--- src/rtl/systolic_pkg.sv ---
// Shared state encoding, default sizes and feed-length helper
// for the systolic array sequencer.
package systolic_pkg;

  localparam int N_DEF     = 4;
  localparam int K_MAX_DEF = 16;

  typedef enum logic [2:0] {
    IDLE,
    CLR,
    FEED,
    FLUSH,
    READ
  } state_e;

  // Skewed feed spans klen beats plus N-1 cycles of skew on each side.
  function automatic int feed_len(input int klen, input int n);
    return klen + 2 * n - 2;
  endfunction

endpackage

--- src/rtl/systolic_skew_gen.sv ---
// Diagonal skew generator: lane i is live for beats t-i in [0, klen),
// and then presents t-i as its operand buffer address.
module systolic_skew_gen
  import systolic_pkg::*;
#(
  parameter int N     = N_DEF,
  parameter int K_MAX = K_MAX_DEF,
  parameter int AW    = $clog2(K_MAX),
  parameter int TW    = $clog2(K_MAX + 2 * N - 2)
) (
  input  logic [TW-1:0]   t_i,
  input  logic [AW:0]     klen_i,
  output logic [N-1:0]    en_o,
  output logic [N*AW-1:0] addr_o
);

  always_comb begin
    en_o   = '0;
    addr_o = '0;
    for (int i = 0; i < N; i++) begin
      if (int'(t_i) >= i && int'(t_i) - i < int'(klen_i)) begin
        en_o[i]            = 1'b1;
        addr_o[i*AW +: AW] = AW'(int'(t_i) - i);
      end
    end
  end

endmodule

--- src/rtl/systolic_seq_ctrl.sv ---
// Job sequencer for an N x N systolic array: clear, skewed feed, flush, read.
// Define SYSTOLIC_ABORT_EN to add an abort input that cancels a running job.
module systolic_seq_ctrl
  import systolic_pkg::*;
#(
  parameter int  N     = N_DEF,
  parameter int  K_MAX = K_MAX_DEF,
  localparam int AW    = $clog2(K_MAX),
  localparam int RW    = $clog2(N),
  localparam int TW    = $clog2(K_MAX + 2 * N - 2)
) (
  input  logic            clk,
  input  logic            rst,
  input  logic            start,
  input  logic [AW:0]     k_len,
`ifdef SYSTOLIC_ABORT_EN
  input  logic            abort,
`endif
  output logic            busy,
  output logic            done,
  output logic            pe_clr,
  output logic [N-1:0]    a_en,
  output logic [N*AW-1:0] a_addr,
  output logic [N-1:0]    b_en,
  output logic [N*AW-1:0] b_addr,
  output logic            res_valid,
  input  logic            res_ready,
  output logic [RW-1:0]   res_row
);

  state_e          state_q, state_d;
  logic [TW-1:0]   t_q, t_d;
  logic [AW:0]     klen_q, klen_d;
  logic [RW-1:0]   r_q, r_d;
  logic            zero_q, zero_d;
  logic            abort_q, abort_d;
  logic [AW:0]     klen_in;
  logic            last_t;
  logic            last_row;
  logic            kill;
  logic            feed;
  logic [N-1:0]    a_en_raw, b_en_raw;
  logic [N*AW-1:0] a_addr_raw, b_addr_raw;

  assign klen_in  = (int'(k_len) > K_MAX) ? (AW+1)'(K_MAX) : k_len;
  assign last_t   = int'(t_q) == feed_len(int'(klen_q), N) - 1;
  assign last_row = r_q == RW'(N - 1);

`ifdef SYSTOLIC_ABORT_EN
  assign kill = abort && (state_q != IDLE);
`else
  assign kill = 1'b0;
`endif

  always_comb begin
    state_d = state_q;
    t_d     = t_q;
    klen_d  = klen_q;
    r_d     = r_q;
    zero_d  = 1'b0;
    abort_d = 1'b0;
    unique case (state_q)
      IDLE: begin
        if (start) begin
          klen_d = klen_in;
          if (klen_in == '0) zero_d = 1'b1;
          else state_d = CLR;
        end
      end
      CLR: begin
        state_d = FEED;
        t_d     = '0;
      end
      FEED: begin
        t_d = t_q + 1'b1;
        if (last_t) begin
          state_d = FLUSH;
          t_d     = '0;
        end
      end
      FLUSH: begin
        state_d = READ;
        r_d     = '0;
      end
      READ: begin
        if (res_ready) begin
          r_d = r_q + 1'b1;
          if (last_row) begin
            state_d = IDLE;
            r_d     = '0;
          end
        end
      end
      default: state_d = IDLE;
    endcase
    // Cancel wins over every transition; the PE clear follows next cycle.
    if (kill) begin
      state_d = IDLE;
      t_d     = '0;
      r_d     = '0;
      abort_d = 1'b1;
    end
  end

  always_ff @(posedge clk or posedge rst) begin
    if (rst) begin
      state_q <= IDLE;
      t_q     <= '0;
      klen_q  <= '0;
      r_q     <= '0;
      zero_q  <= 1'b0;
      abort_q <= 1'b0;
    end else begin
      state_q <= state_d;
      t_q     <= t_d;
      klen_q  <= klen_d;
      r_q     <= r_d;
      zero_q  <= zero_d;
      abort_q <= abort_d;
    end
  end

  systolic_skew_gen #(
    .N(N), .K_MAX(K_MAX), .AW(AW), .TW(TW)
  ) u_skew_a (
    .t_i(t_q), .klen_i(klen_q),
    .en_o(a_en_raw), .addr_o(a_addr_raw)
  );

  systolic_skew_gen #(
    .N(N), .K_MAX(K_MAX), .AW(AW), .TW(TW)
  ) u_skew_b (
    .t_i(t_q), .klen_i(klen_q),
    .en_o(b_en_raw), .addr_o(b_addr_raw)
  );

  assign feed      = state_q == FEED;
  assign a_en      = feed ? a_en_raw : '0;
  assign a_addr    = feed ? a_addr_raw : '0;
  assign b_en      = feed ? b_en_raw : '0;
  assign b_addr    = feed ? b_addr_raw : '0;
  assign busy      = (state_q != IDLE) || zero_q;
  assign pe_clr    = (state_q == CLR) || abort_q;
  assign res_valid = state_q == READ;
  assign res_row   = r_q;
  assign done      = (res_valid && res_ready && last_row && !kill) || zero_q;

endmodule

--- config.mk ---
export PLATFORM = sky130hd
export DESIGN_NAME = systolic_seq_ctrl
export DESIGN_NICKNAME = d
export VERILOG_FILES = /design/src/rtl/systolic_pkg.sv /design/src/rtl/systolic_skew_gen.sv /design/src/rtl/systolic_seq_ctrl.sv
export SDC_FILE = /design/constraint.sdc
export NUM_CORES = 1
export LEC_CHECK = 0
export BUFFER_PORTS_ARGS = -buffer_cell sky130_fd_sc_hd__buf_2
export CAP_MARGIN = 20
export CORE_MARGIN = 8
export CORE_UTILIZATION = 29
export CTS_BUF_LIST = sky130_fd_sc_hd__clkbuf_2 sky130_fd_sc_hd__clkbuf_4 sky130_fd_sc_hd__clkbuf_8
export CTS_CLUSTER_SIZE = 28
export DETAILED_ROUTE_END_ITERATION = 12
export GPL_ROUTABILITY_DRIVEN = 0
export GPL_TIMING_DRIVEN = 0
export PLACE_DENSITY_LB_ADDON = 0.15
export SYNTH_ARGS = -nofsm -noshare
export SYNTH_HDL_FRONTEND = slang
export SYNTH_SLANG_ARGS = --single-unit
--- constraint.sdc ---
create_clock -name clk -period 3.1 [get_ports clk]
set_clock_uncertainty 0.05 [all_clocks]
set_input_delay 0.465 -clock clk [delete_from_list [all_inputs] [get_ports clk]]
set_output_delay 0.465 -clock clk [all_outputs]
set_load 0.02 [all_outputs]
==> out/qor.yml <==
final_core_util: 0.419
tightest_slew_ns: 0.968
grt_pass1_vias: 1874
final_nets: 354
ios: 55
hpwl_um: 4030
start_util: 0.295
leakagePower_uw: 0.00140
fin_crit_sh: 1.01
grt.overflow.total: 0
path_max_fanout: 5
fin_hold_ws_ns: 0.234
synthDistinctLibCells: 48
synth_warnings: 0
numCtsBuffers: 3
ctsHoldBuffers: 0
die_w_um: 98.7
worstSetupStartpoint: "t_q[0]"
status: "complete, but fails checks"
track_usage: 0.109
grt_max_degree: 17
reg2reg_depth: 8
viasPerCell: 4.70
htreeDepth: 1
critPathBufInv: 5
synth_area_leaders: "dfrtp_1 20%, ha_1 19%, buf_4 8.3%"
fp.dieH_um: 98.7
synth-edff-count: 0
slew_violations: 0
nFillCells: 688
cp_data_required_time_ns: 2.58
die_area_mm2: 0.00974
crit_arrival_ns: 2.62
netlist_instances: 236
drt_wl_total_um: 5280
syn2layout_area_growth_pct: 42.2
final_layout_size_suffix_gt1_frac: 0.497
fmax_mhz: 319
r2r-end: "t_q[3]"
r2r_slack_ns: 0.71
violations: "negative setup slack"
critPathSlowestCell: "dfrtp_1"
drt_iter0_markers: 40
hold_violations: 0
power.density_mw_per_mm2: 1120
n_antenna_cell: 0
cp-end-kind: "primary output"
path_clk_slew_ns: 0.06
rsz0062_at_grt: "yes"
route.detailed.drc: 0
synth-main-ff-cell: "dfrtp_1"
fin_ws_ns: -0.0343
synthArstFlopShare: 1.00
cts_sinks: 16
synth_top_area_frac: 0.202
rows: 30
syn_nets: 275
antenna_found_initial: 0
min_period_ns: 3.13
min-delay-path-class: "primary input to asynchronous set/reset pin"
peakVddDrop_mv: 0.433
slowest_delay_ns: 0.36
fin_setup_tns_ns: -0.0940
firstDrtPassIters: 4
maxCapViolCount: 0
core_region_area_mm2: 0.00672
synth_area_leader_cell: "dfrtp_1"
place.port_buffers: 54
relSlewSlack: 0.349
worstPathCellList: "clkbuf_8 -> clkinvlp_4 -> ha_4 -> inv_4 -> ha_4 -> nor2b_4 -> o21a_1 -> o21a_1 -> o21ai_2 -> a22oi_2 -> buf_4 -> nor3b_4 -> buf_6"
syn_area_mm2: 0.00198
crit_family: "buffers and inverters"
antenna_left: 0
insertion_delay_ns: 0.24
vias: 1852
crit_type: "register to primary output"
finalSetupViolations: 4
avgSynthCellArea_um2: 8.40
grt_pass1_wl_um: 8990
r2r-start: "klen_q[1]"
cts_max_path_buffers: 2
yosysSeqAreaShare: 0.202
ys_ff_latch: 16
worst_setup_path_start_kind: "register"
clockRootBuffer: "clkbuf_8"
cts_tree: "built"
wire_per_inst_um: 13.4
-- kinds of logic after synthesis --
kind of cell / count (synthesis) / synth area share
xor gates and xnor gates: 15 / 0.0663
and+or+nand+nor: 76 / 0.209
adders and majority gates: 30 / 0.189
AOI/OAI and AO/OA: 52 / 0.187
DFF: 16 / 0.202
muxes: 3 / 0.0158
buffers and inverters: 44 / 0.131
-- area by class of cell --
| cell class | instances | area [um^2] | area share |
|---|---|---|---|
| timing repair buffer | 75 | 487 | 0.173 |
| clock buffer | 4 | 55.1 | 0.0195 |
| multi-input combinational | 176 | 1500 | 0.533 |
| tap | 80 | 100 | 0.0355 |
| inverter | 17 | 73.8 | 0.0262 |
| sequential | 16 | 402 | 0.143 |
| buffer | 26 | 198 | 0.0702 |
-- worst reg2reg max path: stages, from the launching register on --
cell and delay [ns]:
dfrtp_1 0.51, inv_2 0.16, ha_1 0.39, nand2_2 0.14
a2bb2oi_2 0.17, o22ai_1 0.10, o21bai_1 0.22, a211oi_4 0.39
a211oi_1 0.13
-- layer usage --
layer | vias up | global-route usage | share of wire | wire length, um
met5 | - | 0 | 0 | 0
met4 | 0 | 0.0177 | 0.0025 | 13
met3 | 2 | 0.0183 | 0.039 | 207
met2 | 35 | 0.193 | 0.48 | 2550
met1 | 859 | 0.137 | 0.47 | 2500
li1 | 956 | - | - | -
-- cells in the mapped netlist (all sizes together) (9+ instances only) --
| master | n |
|---|---|
| nor3b | 9 |
| nor3 | 13 |
| inv | 17 |
| xnor2 | 10 |
| nor2 | 11 |
| o21ai | 15 |
| buf | 24 |
| dfrtp | 16 |
| ha | 30 |
| o21a | 9 |
| nand2 | 21 |
| nand2b | 10 |
-- layout by cell type (no fill, tap or decap), types with 3 or more instances in the layout --
master | Yosys | layout
ha_2 | 0 | 3
o21ai_2 | 1 | 3
inv_1 | 14 | 10
o21ai_0 | 7 | 7
nor3b_1 | 9 | 4
nor3_2 | 1 | 8
inv_2 | 3 | 4
nand2_1 | 20 | 19
ha_1 | 30 | 25
nor3_1 | 12 | 5
buf_6 | 1 | 8
nor3b_2 | 0 | 4
buf_2 | 1 | 42
xnor2_1 | 10 | 8
xor2_1 | 5 | 4
o31ai_1 | 4 | 4
nand2b_1 | 7 | 7
o21ai_1 | 7 | 5
nand3_1 | 3 | 3
buf_4 | 22 | 48
clkbuf_8 | 0 | 5
a21oi_1 | 7 | 4
dfrtp_1 | 16 | 15
and2_1 | 5 | 5
a21oi_2 | 1 | 3
nor2_1 | 10 | 8
o21a_1 | 9 | 9
-- timing repair --
item | 4_1_cts | 5_1_grt
pin swaps | 7 | 8
setup buffers | 15 | 6
cloned | 0 | 0
setup endpoints to repair | 29 | 38
gates resized for setup | 20 | 31
hold endpoints to repair | 0 | 0
-- report_power, final --
part           switching, uW  leakage [uW]  internal (uW)
logic                   1380       0.00116           1210
clock network           67.2     0.0000288            112
registers               85.6      0.000209            282
total                   1540       0.00140           1610
-- state kept, by name, summed over array words and instances (netlist names) --
| register | count |
|---|---|
| zero_q | 1 |
| res_row | 2 |
| klen_q | 5 |
| t_q | 5 |
| state_q | 3 |
-- per-stage QoR --
step	instance area, um^2	cells	total power (uW)	setup slack (ns)
after floorplan	2040	236	1980	-0.0132
after global placement	2410	370	2450	-0.194
after detailed placement	2410	370	2450	-0.207
after CTS	2660	388	2920	-0.0379
after global routing	2820	394	3440	-0.157
final	2820	394	3140	-0.0343
-- how the worst max path moves through the flow --
stage	to	depth (start not counted)
2_1_floorplan	b_addr[6]	12
3_3_place_gp	b_addr[7]	13
3_5_place_dp	b_addr[7]	13
4_1_cts	b_addr[7]	12
5_1_grt	b_en[1]	14
6_report	a_addr[7]	13
Note: power is estimated with default switching activity, not from simulation.
